## config.mk

```make
export PLATFORM = sky130hd
export DESIGN_NAME = perceptron_neuron
export DESIGN_NICKNAME = d
export VERILOG_FILES = /design/src/rtl/perceptron_neuron.sv
export SDC_FILE = /design/constraint.sdc
export NUM_CORES = 1
export LEC_CHECK = 0
export BUFFER_PORTS_ARGS = -buffer_cell sky130_fd_sc_hd__buf_2
export CAP_MARGIN = 15
export CORE_ASPECT_RATIO = 0.5
export CORE_UTILIZATION = 60
export CTS_CLUSTER_DIAMETER = 100
export CTS_CLUSTER_SIZE = 8
export DETAILED_ROUTE_END_ITERATION = 6
export PLACE_DENSITY = 0.88
export SETUP_SLACK_MARGIN = 0.1
export SLEW_MARGIN = 20
export SYNTH_ARGS = -nofsm -noshare
export SYNTH_HDL_FRONTEND = slang
export SYNTH_SLANG_ARGS = --single-unit
```

## constraint.sdc

```tcl
create_clock -name clk -period 7.55 [get_ports clk]
set_input_delay 1.51 -clock clk [delete_from_list [all_inputs] [get_ports clk]]
set_output_delay 1.51 -clock clk [all_outputs]
set_load 0.005 [all_outputs]
```

## src/rtl/perceptron_neuron.sv

```systemverilog
// -----------------------------------------------------------------------------
// perceptron_neuron
//
// A single perceptron neuron that works one input at a time. Each accepted
// input beat adds w[i]*x[i] to an accumulator. The accumulator starts from the
// bias. After N_INPUTS beats the neuron presents the bipolar decision and the
// raw sum on a valid/ready output. When training is requested and the decision
// is wrong, the neuron applies the perceptron rule to its own weight and bias
// registers over N_INPUTS+1 cycles. It then returns to accumulating.
//
// Ports
//   clk        rising-edge clock
//   r          asynchronous, active-high reset
//   in_valid   input beat valid
//   in_ready   neuron accepts an input beat
//   in_data    signed input sample x[i], presented in index order
//   train_en   training request, sampled on beat 0
//   target     desired class (1 = +1, 0 = -1), sampled on beat 0
//   w_we       weight write strobe (honoured only between vectors)
//   w_addr     weight index; index N_INPUTS addresses the bias
//   w_wdata    signed weight/bias value to write
//   out_valid  result valid
//   out_ready  downstream accepts the result
//   out_y      decision: 1 when out_acc >= 0
//   out_acc    signed weighted sum including bias
//   busy       vector in flight, result pending, or update running
// -----------------------------------------------------------------------------
module perceptron_neuron #(
    parameter int N_INPUTS = 4,
    parameter int DATA_W   = 8,
    parameter int W_W      = 8,
    parameter int ACC_W    = 20
) (
    input  logic                             clk,
    input  logic                             r,
    input  logic                             in_valid,
    output logic                             in_ready,
    input  logic [DATA_W-1:0]                in_data,
    input  logic                             train_en,
    input  logic                             target,
    input  logic                             w_we,
    input  logic [$clog2(N_INPUTS+1)-1:0]    w_addr,
    input  logic [W_W-1:0]                   w_wdata,
    output logic                             out_valid,
    input  logic                             out_ready,
    output logic                             out_y,
    output logic [ACC_W-1:0]                 out_acc,
    output logic                             busy
);

    localparam int AW = $clog2(N_INPUTS + 1);   // weight address / update counter width
    localparam int IW = $clog2(N_INPUTS);       // beat counter / array index width
    localparam int PW = DATA_W + W_W;           // full product width
    localparam int SW = ((W_W > DATA_W) ? W_W : DATA_W) + 2;  // update sum width

    localparam logic [IW-1:0] CNT_LAST  = IW'(N_INPUTS - 1);
    localparam logic [IW-1:0] CNT_ONE   = IW'(1);
    localparam logic [IW-1:0] CNT_ZERO  = IW'(0);
    localparam logic [AW-1:0] UCNT_LAST = AW'(N_INPUTS);
    localparam logic [AW-1:0] UCNT_ONE  = AW'(1);
    localparam logic [AW-1:0] UCNT_ZERO = AW'(0);

    localparam logic signed [SW-1:0] SAT_MAX = SW'((2 ** (W_W - 1)) - 1);
    localparam logic signed [SW-1:0] SAT_MIN = ~SAT_MAX;   // -(2^(W_W-1))
    localparam logic signed [SW-1:0] ONE_SW  = SW'(1);

    typedef enum logic [1:0] {
        ST_ACCUM  = 2'd0,
        ST_RESULT = 2'd1,
        ST_UPDATE = 2'd2
    } state_t;

    // Clamp a widened update sum back into the signed weight range.
    function automatic logic [W_W-1:0] sat_w(input logic signed [SW-1:0] v);
        logic [W_W-1:0] res;
        if (v > SAT_MAX) begin
            res = SAT_MAX[W_W-1:0];
        end else if (v < SAT_MIN) begin
            res = SAT_MIN[W_W-1:0];
        end else begin
            res = v[W_W-1:0];
        end
        return res;
    endfunction

    state_t                   state_q, state_d;
    logic [IW-1:0]            cnt_q, cnt_d;
    logic [AW-1:0]            ucnt_q, ucnt_d;
    logic signed [ACC_W-1:0]  acc_q, acc_d;
    logic                     train_q, train_d;
    logic                     target_q, target_d;
    logic signed [W_W-1:0]    w_q [N_INPUTS];
    logic signed [W_W-1:0]    bias_q;
    logic signed [DATA_W-1:0] xbuf_q [N_INPUTS];

    logic                     in_ready_s;
    logic                     beat_s;
    logic                     wr_s;
    logic                     y_s;
    logic signed [DATA_W-1:0] x_s;
    logic signed [W_W-1:0]    w_cur_s;
    logic signed [PW-1:0]     x_ext_s;
    logic signed [PW-1:0]     w_ext_s;
    logic signed [PW-1:0]     prod_s;
    logic signed [ACC_W-1:0]  prod_acc_s;
    logic signed [ACC_W-1:0]  bias_acc_s;
    logic [IW-1:0]            uidx_s;
    logic signed [SW-1:0]     w_upd_ext_s;
    logic signed [SW-1:0]     x_upd_ext_s;
    logic signed [SW-1:0]     bias_upd_ext_s;
    logic [W_W-1:0]           w_upd_s;
    logic [W_W-1:0]           bias_upd_s;

    assign x_s     = in_data;
    assign w_cur_s = w_q[cnt_q];

    // Both operands are sign-extended to the full product width, so the low PW
    // bits of the multiply are the exact signed product.
    assign x_ext_s    = {{(PW - DATA_W){x_s[DATA_W-1]}}, x_s};
    assign w_ext_s    = {{(PW - W_W){w_cur_s[W_W-1]}}, w_cur_s};
    assign prod_s     = x_ext_s * w_ext_s;
    assign prod_acc_s = {{(ACC_W - PW){prod_s[PW-1]}}, prod_s};
    assign bias_acc_s = {{(ACC_W - W_W){bias_q[W_W-1]}}, bias_q};

    // Perceptron rule operands: w[k] +/- x[k], bias +/- 1, all in a widened domain.
    assign uidx_s         = ucnt_q[IW-1:0];
    assign w_upd_ext_s    = {{(SW - W_W){w_q[uidx_s][W_W-1]}}, w_q[uidx_s]};
    assign x_upd_ext_s    = {{(SW - DATA_W){xbuf_q[uidx_s][DATA_W-1]}}, xbuf_q[uidx_s]};
    assign bias_upd_ext_s = {{(SW - W_W){bias_q[W_W-1]}}, bias_q};
    assign w_upd_s        = sat_w(target_q ? (w_upd_ext_s + x_upd_ext_s)
                                           : (w_upd_ext_s - x_upd_ext_s));
    assign bias_upd_s     = sat_w(target_q ? (bias_upd_ext_s + ONE_SW)
                                           : (bias_upd_ext_s - ONE_SW));

    // A weight write steals the cycle from the input stream, so in_ready drops with w_we.
    assign in_ready_s = (state_q == ST_ACCUM) && !w_we;
    assign beat_s     = in_valid && in_ready_s;
    assign wr_s       = w_we && (state_q == ST_ACCUM) && (cnt_q == CNT_ZERO)
                        && (w_addr <= UCNT_LAST);
    assign y_s        = ~acc_q[ACC_W-1];

    // Output decode. in_ready is also masked by the reset input itself, so it
    // drops in the same instant that reset is asserted.
    assign in_ready  = in_ready_s && !r;
    assign out_valid = (state_q == ST_RESULT);
    assign out_y     = (state_q == ST_RESULT) && y_s;
    assign out_acc   = (state_q == ST_RESULT) ? acc_q : {ACC_W{1'b0}};
    assign busy      = (state_q == ST_RESULT) || (state_q == ST_UPDATE)
                       || ((state_q == ST_ACCUM) && (cnt_q != CNT_ZERO));

    // Next-state and datapath control for accumulation, result and update phases.
    always_comb begin
        state_d  = state_q;
        cnt_d    = cnt_q;
        ucnt_d   = ucnt_q;
        acc_d    = acc_q;
        train_d  = train_q;
        target_d = target_q;
        case (state_q)
            ST_ACCUM: begin
                if (beat_s) begin
                    if (cnt_q == CNT_ZERO) begin
                        acc_d    = bias_acc_s + prod_acc_s;
                        train_d  = train_en;
                        target_d = target;
                    end else begin
                        acc_d    = acc_q + prod_acc_s;
                    end
                    if (cnt_q == CNT_LAST) begin
                        cnt_d   = CNT_ZERO;
                        state_d = ST_RESULT;
                    end else begin
                        cnt_d   = cnt_q + CNT_ONE;
                    end
                end else begin
                    cnt_d = cnt_q;
                end
            end
            ST_RESULT: begin
                if (out_ready) begin
                    if (train_q && (y_s != target_q)) begin
                        ucnt_d  = UCNT_ZERO;
                        state_d = ST_UPDATE;
                    end else begin
                        state_d = ST_ACCUM;
                    end
                end else begin
                    state_d = ST_RESULT;
                end
            end
            ST_UPDATE: begin
                if (ucnt_q == UCNT_LAST) begin
                    ucnt_d  = UCNT_ZERO;
                    state_d = ST_ACCUM;
                end else begin
                    ucnt_d  = ucnt_q + UCNT_ONE;
                end
            end
            default: begin
                state_d = ST_ACCUM;
                cnt_d   = CNT_ZERO;
                ucnt_d  = UCNT_ZERO;
            end
        endcase
    end

    // Control and accumulator registers.
    always_ff @(posedge clk or posedge r) begin
        if (r) begin
            state_q  <= ST_ACCUM;
            cnt_q    <= CNT_ZERO;
            ucnt_q   <= UCNT_ZERO;
            acc_q    <= {ACC_W{1'b0}};
            train_q  <= 1'b0;
            target_q <= 1'b0;
        end else begin
            state_q  <= state_d;
            cnt_q    <= cnt_d;
            ucnt_q   <= ucnt_d;
            acc_q    <= acc_d;
            train_q  <= train_d;
            target_q <= target_d;
        end
    end

    // Input sample buffer, kept for the training update.
    always_ff @(posedge clk or posedge r) begin
        if (r) begin
            for (int i = 0; i < N_INPUTS; i++) begin
                xbuf_q[i] <= {DATA_W{1'b0}};
            end
        end else if (beat_s) begin
            xbuf_q[cnt_q] <= x_s;
        end
    end

    // Weight and bias storage. External writes are only possible between
    // vectors, so they never collide with a training update.
    always_ff @(posedge clk or posedge r) begin
        if (r) begin
            for (int i = 0; i < N_INPUTS; i++) begin
                w_q[i] <= {W_W{1'b0}};
            end
            bias_q <= {W_W{1'b0}};
        end else if (wr_s) begin
            if (w_addr == UCNT_LAST) begin
                bias_q <= w_wdata;
            end else begin
                w_q[w_addr[IW-1:0]] <= w_wdata;
            end
        end else if (state_q == ST_UPDATE) begin
            if (ucnt_q == UCNT_LAST) begin
                bias_q <= bias_upd_s;
            end else begin
                w_q[uidx_s] <= w_upd_s;
            end
        end
    end

endmodule

```

==> impl_metrics.tcl, run 1 <==
set metrics [dict create \
    clk_pin_slew_worst_paths_ns 0.08 \
    numCtsBuffers 9 \
    critPathArrivalTime_ns 7.39 \
    grt_setup_unrepaired "false" \
    gp_congestion 0.955 \
    clock-sinks 101 \
    max_freq_ghz 0.141 \
    grt_pass1_wl_mm 42.0 \
    crit_required_ns 7.84 \
    relSlewSlack_pct 24.9 \
    cts_tree "built" \
    post-dp-hpwl_mm 19.0 \
    worstHoldStart "xbuf_q[13]" \
    drt_first_pass_iters 7 \
    finalSetupViolations 0 \
    cts_setup_buffers 0 \
    finalNetCount 1305 \
    syn_area_per_cell_um2 9.27 \
    min_path_cells 1 \
    die_w_um 186 \
    syn_nets 1276 \
    synthesis.area_um2 10200 \
    drt_iter0_drc 746 \
    drv_cap 0 \
    worst_hold_path.endpoint "xbuf_q[13]" \
    grt_overflow 0 \
    clk_latency_ns 0.37 \
    hp-class "flip-flop to flip-flop" \
    syn2layout_area_growth_pct 7.41 \
    ys.flop_type "dfrtp_1" \
    grt_use_total_pct 31.2 \
    detail-route-antenna-nets 0 \
    die-area_um2 17500 \
    antenna_cells 0 \
    grt_max_degree 62 \
    reg2reg_depth 29 \
    r2r_start "cnt_q[1]" \
    status "finished, final reports clean" \
    rows 33 \
    drive_gt1_share_pct 13.7 \
    fin_tns_setup_ns 0 \
    vias_per_cell 6.28 \
    wirelength_mm 26.3 \
    synth-seq-area-share_pct 24.8 \
    post-route-min-period_ns 7.11 \
    io_pins 50 \
    worstReg2RegEnd "acc_q[19]" \
    ys_types 70 \
    critPathLaunchType "input pin" \
    postSynthCellCount 1098 \
    rrSetupSlack_ns 0.55 \
    crit_fanout 12 \
    antenna_found_initial 0 \
    worst-slew-pin-transition_ns 1.11 \
    min_period_over_period_pct 94.1 \
    ys_ff_latch 101 \
    core_um2 16500 \
    crit_type "input pin to flip-flop" \
    cts-root-buf "clkbuf_16" \
    synth-warning-count 0 \
    ctsHtreeMaxLevel 3 \
    final_hold_viol_count 0 \
    critPathCaptureType "flip-flop" \
    cts_buffer_depth 2 \
    die_h_um 94.1 \
    port_buffers 49 \
    via_count 8540 \
    start_util_pct 61.8 \
    drc 0 \
    synth-edff-count 0 \
    async_flop_share_pct 100 \
    slew_violations 0 \
    wl_per_cell_um 19.3 \
    grt_pass1_vias 8594 \
    most-common-layout-cells "inv_1, dfrtp_1, nor2_1, ha_1, and2_1" \
    layout_commonest_cell "inv_1" \
    skew_ns 0.0119 \
]
==> cells by family (layout without fill, tap and decap cells) <==
logic type	after synthesis	in the layout	synth area share, %
AOI/OAI and AO/OA	247	247	15.8
buffers and inverters	170	204	6.49
muxes	67	67	9.88
adders and majority gates	152	152	23.0
xor gates and xnor gates	58	58	4.99
DFF	101	101	24.8
and+or+nand+nor	303	303	15.0
==> cells in the mapped netlist, drive strengths merged, types with 3 or more instances <==
master  instances  area [um^2]
nor2           98          368
a211oi          6         45.0
and2           74          463
nand2          56          210
o211ai         12          105
nand3b          4         30.0
o22ai           5         31.3
dfrtp         101         2530
mux4           23          518
nor2b           7         43.8
ha             93         1160
buf            14         75.1
nand3          18         95.1
inv           129          484
clkbuf         26         97.6
o31ai           3         22.5
a21oi          70          362
fa             59         1180
and3            6         37.5
nor3           12         60.1
a21boi          7         52.6
a32oi          17          149
a22oi           7         52.6
o21bai          8         63.8
nand4           3         18.8
o21a            5         37.5
xnor2          40          350
or3             4         25.0
xor2           18          158
or2             4         25.0
a21o           17          128
mux2i           6         60.1
a31oi          12         75.1
mux2           38          428
o21ai          55          275
o22a            4         35.0
nor3b           6         55.1
==> worst max-delay path by stage <==
stage                     slack, ns  cells past startpoint   endpoint  startpoint
final                          0.44                     26  acc_q[19]  in_data[0]
after global routing           0.10                     26  acc_q[19]  in_data[0]
after CTS                      0.49                     26  acc_q[19]    cnt_q[0]
after detailed placement       0.15                     25  acc_q[19]  in_data[0]
after global placement         0.30                     26  acc_q[19]  in_data[0]
after floorplan                0.61                     25  acc_q[19]  in_data[0]
==> timing repair <==
| item | in CTS | in global routing |
|---|---|---|
| hold endpoints to repair | 0 | 0 |
| resized for setup | 0 | 4 |
| hold buffers | 0 | 0 |
| endpoints found under the setup margin | 0 | 1 |
==> state kept, by name, indices dropped and copies added (netlist names) <==
name	count
w_q	32
cnt_q	2
target_q	1
bias_q	8
xbuf_q	32
train_q	1
acc_q	20
state_q	2
ucnt_q	3
==> critical path: stages <==
cell and delay, ns:
buf_2 0.17, or2_2 0.33, fa_1 0.53, fa_1 0.55
inv_1 0.06, fa_1 0.53, inv_1 0.05, fa_1 0.53
inv_1 0.04, ha_1 0.31, a21oi_1 0.22, o21bai_1 0.09
a21oi_1 0.22, o21bai_1 0.09, a21oi_1 0.24, o21ai_0 0.13
a21oi_1 0.20, xnor2_1 0.15, ha_1 0.34, nand2_1 0.09
nor3b_1 0.17, o21ai_0 0.14, a31oi_1 0.24, xnor2_1 0.16
o21ai_0 0.12, a2bb2oi_1 0.20
==> cell type report <==
type                       instances  area (um^2)
multi-input combinational        827         7010
fill                            1211         5540
sequential                       101         2530
inverter                         130          490
timing repair buffer              58          313
tap                              227          284
clock buffer                       9          225
clock inverter                     7         90.1
==> per-layer routing <==
layer	GRT usage [%]	part of all wire [%]
met5	0	0
met1	38.8	40
met3	6.67	9.3
met4	13.7	3.5
met2	52.6	47
==> through the flow <==
stage                     std cells  util [%]  worst slack [ns]  instance area, um^2  hold slack, ns
after detailed placement       1343      64.4             0.149                10600           0.487
after global routing           1359      66.4             0.105                10900           0.527
after global placement         1343      64.4             0.304                10600           0.482
final                          1359      66.4             0.442                10900           0.504
after floorplan                1098         -             0.607                10200           0.470
after CTS                      1359      66.3             0.488                10900           0.506
Power of run 1 is left out: the tool's default activity adds up to more than one toggle a clock period on the data nets, which glitch-free logic cannot reach.
==> run 2: changes to the inputs <==
ABC_AREA = 1   (was unset)
==> impl_metrics.tcl, run 2 <==
set metrics [dict create \
    skew_ns 0.0141 \
    grt_pass1_wl_mm 47.9 \
    worstHoldStart "xbuf_q[15]" \
    start_util_pct 61.3 \
    ys.flop_type "dfrtp_1" \
    antenna_found_initial 0 \
    ys_types 49 \
    worst_hold_path.endpoint "xbuf_q[15]" \
    max_freq_ghz 0.140 \
    clk_latency_ns 0.36 \
    relSlewSlack_pct 36.3 \
    most-common-layout-cells "nand2_1, inv_1, a21oi_1, nor2_1, o21ai_0" \
    crit_required_ns 7.78 \
    layout_commonest_cell "nand2_1" \
    rows 34 \
    io_pins 50 \
    synth-seq-area-share_pct 23.7 \
    grt_use_total_pct 33.1 \
    cts-root-buf "clkbuf_16" \
    core_um2 17400 \
    post-route-min-period_ns 7.12 \
    cts_buffer_depth 2 \
    antenna_cells 0 \
    grt_pass1_vias 10000 \
    r2r_start "cnt_q[0]" \
    yosys.area.top_type "dfrtp_1" \
    async_flop_share_pct 100 \
    reg2reg_depth 32 \
    syn_nets 1690 \
    worstReg2RegEnd "acc_q[15]" \
    critPathLaunchType "input pin" \
    slew_violations 0 \
    max_stage_delay_ns 0.54 \
    critPathSlowestCell "fa_1" \
    critPathTopFamily "adder cells" \
    syn_area_per_cell_um2 7.06 \
    die-area_um2 18400 \
    hp-class "flip-flop to flip-flop" \
    grt_max_degree 74 \
    synthesis.area_um2 10700 \
    cts_tree "built" \
    die_h_um 96.3 \
    min_period_over_period_pct 94.3 \
    placed_area_um2 11200 \
    synth_most_common_cell "nand2_1" \
    drc 0 \
    finalSetupViolations 0 \
    syn2layout_area_growth_pct 7.88 \
    detail-route-antenna-nets 0 \
    synth-warning-count 0 \
    numCtsBuffers 9 \
    wl_per_cell_um 16.5 \
    via_count 10500 \
    port_buffers 49 \
    drt_iter0_drc 1085 \
    grt_overflow 0 \
    rrSetupSlack_ns 0.49 \
    synthTopCellsByArea "dfrtp_1, nand2_1, fa_1" \
    drive_gt1_share_pct 8.33 \
    postSynthCellCount 1512 \
    drv_cap 0 \
    netlist.area_leader.share_pct 23.7 \
    top_regs "w_q x32, xbuf_q x32, acc_q x20" \
    ys_ff_latch 101 \
    synth-edff-count 0 \
    crit_buf_inv 6 \
    finalNetCount 1734 \
    fin_area_um2 11500 \
    critPathArrivalTime_ns 7.35 \
    synthTopCellsByCount "nand2_1, inv_1, a21oi_1" \
    ctsHtreeMaxLevel 3 \
    min_path_cells 2 \
    wirelength_mm 29.6 \
    critPathCaptureType "flip-flop" \
    vias_per_cell 5.83 \
    gp_congestion 0.954 \
    grt_setup_unrepaired "false" \
    final_hold_viol_count 0 \
    clock-sinks 101 \
    crit_fanout 11 \
    cts-hold-fix-buffers 0 \
    crit_type "input pin to flip-flop" \
    drt_first_pass_iters 6 \
    clk_pin_slew_worst_paths_ns 0.08 \
    post-dp-hpwl_mm 21.9 \
    die_w_um 191 \
    worst-slew-pin-transition_ns 0.955 \
    status "finished, final reports clean" \
]
==> run 2: cell type report <==
type                            count  area, um^2
Clock buffer                        9         225
Inverter                          281        1060
Multi-Input combinational cell   1094        6930
Tap cell                          234         293
Sequential cell                   101        2530
Fill cell                        1418        5890
Clock inverter                      7        81.3
Timing Repair Buffer               69         395
==> run 2: how the worst max path moves through the flow <==
stage,from,end,slack [ns],cells after the start
after detailed placement,in_data[7],acc_q[15],-0.02,29
after CTS,cnt_q[0],acc_q[15],0.28,29
after floorplan,in_data[0],acc_q[15],0.59,28
after global placement,in_data[7],acc_q[15],0.30,29
after global routing,in_data[7],acc_q[19],0.08,33
final,in_data[7],acc_q[15],0.43,29
==> run 2: repair_timing <==
item	in CTS	in global routing
setup endpoints to repair	0	6
buffers inserted	0	1
gates resized for setup	0	7
==> run 2: routing by layer <==
| layer | track usage [%] | part of all wire (%) |
|---|---|---|
| met1 | 42.8 | 41 |
| met4 | 12.5 | 2.6 |
| met5 | 0 | 0 |
| met2 | 55.8 | 47 |
| met3 | 6.16 | 9.2 |
==> run 2: worst reg2reg max path, delay by kind of cell, from the launching register on <==
| family | cells | cell delay [ns] |
|---|---|---|
| AOI/OAI and AO/OA | 14 | 1.98 |
| xor gates and xnor gates | 1 | 0.30 |
| adders and majority gates | 6 | 2.76 |
| buffers and inverters | 6 | 0.70 |
| DFF | 1 | 0.61 |
| and+or+nand+nor | 5 | 0.62 |
==> run 2: per-stage QoR <==
stage,hold WS [ns],setup TNS (ns),cells,setup WS [ns],utilization (%)
finish,0.495,0,1795,0.430,66.2
global route,0.521,0,1795,0.0810,66.2
CTS,0.495,0,1794,0.279,66.0
detailed placement,0.474,-0.0209,1778,-0.0209,64.3
global placement,0.466,0,1778,0.303,64.3
floorplan,0.453,0,1512,0.589,-
==> run 2: kinds of logic (layout without fill, tap and decap cells) <==
logic type / count (synthesis) / after routing / share of synthesized area (%)
AND/OR/NAND/NOR: 562 / 562 / 21.8
AO/OA/AOI/OAI: 340 / 340 / 17.7
buffers and inverters: 317 / 366 / 11.5
adder cells (fa/ha/maj): 152 / 152 / 22.0
flip-flops: 101 / 101 / 23.7
XOR/XNOR: 39 / 39 / 3.20
multiplexers: 1 / 1 / 0.106
Power of run 2 is left out for the same reason.
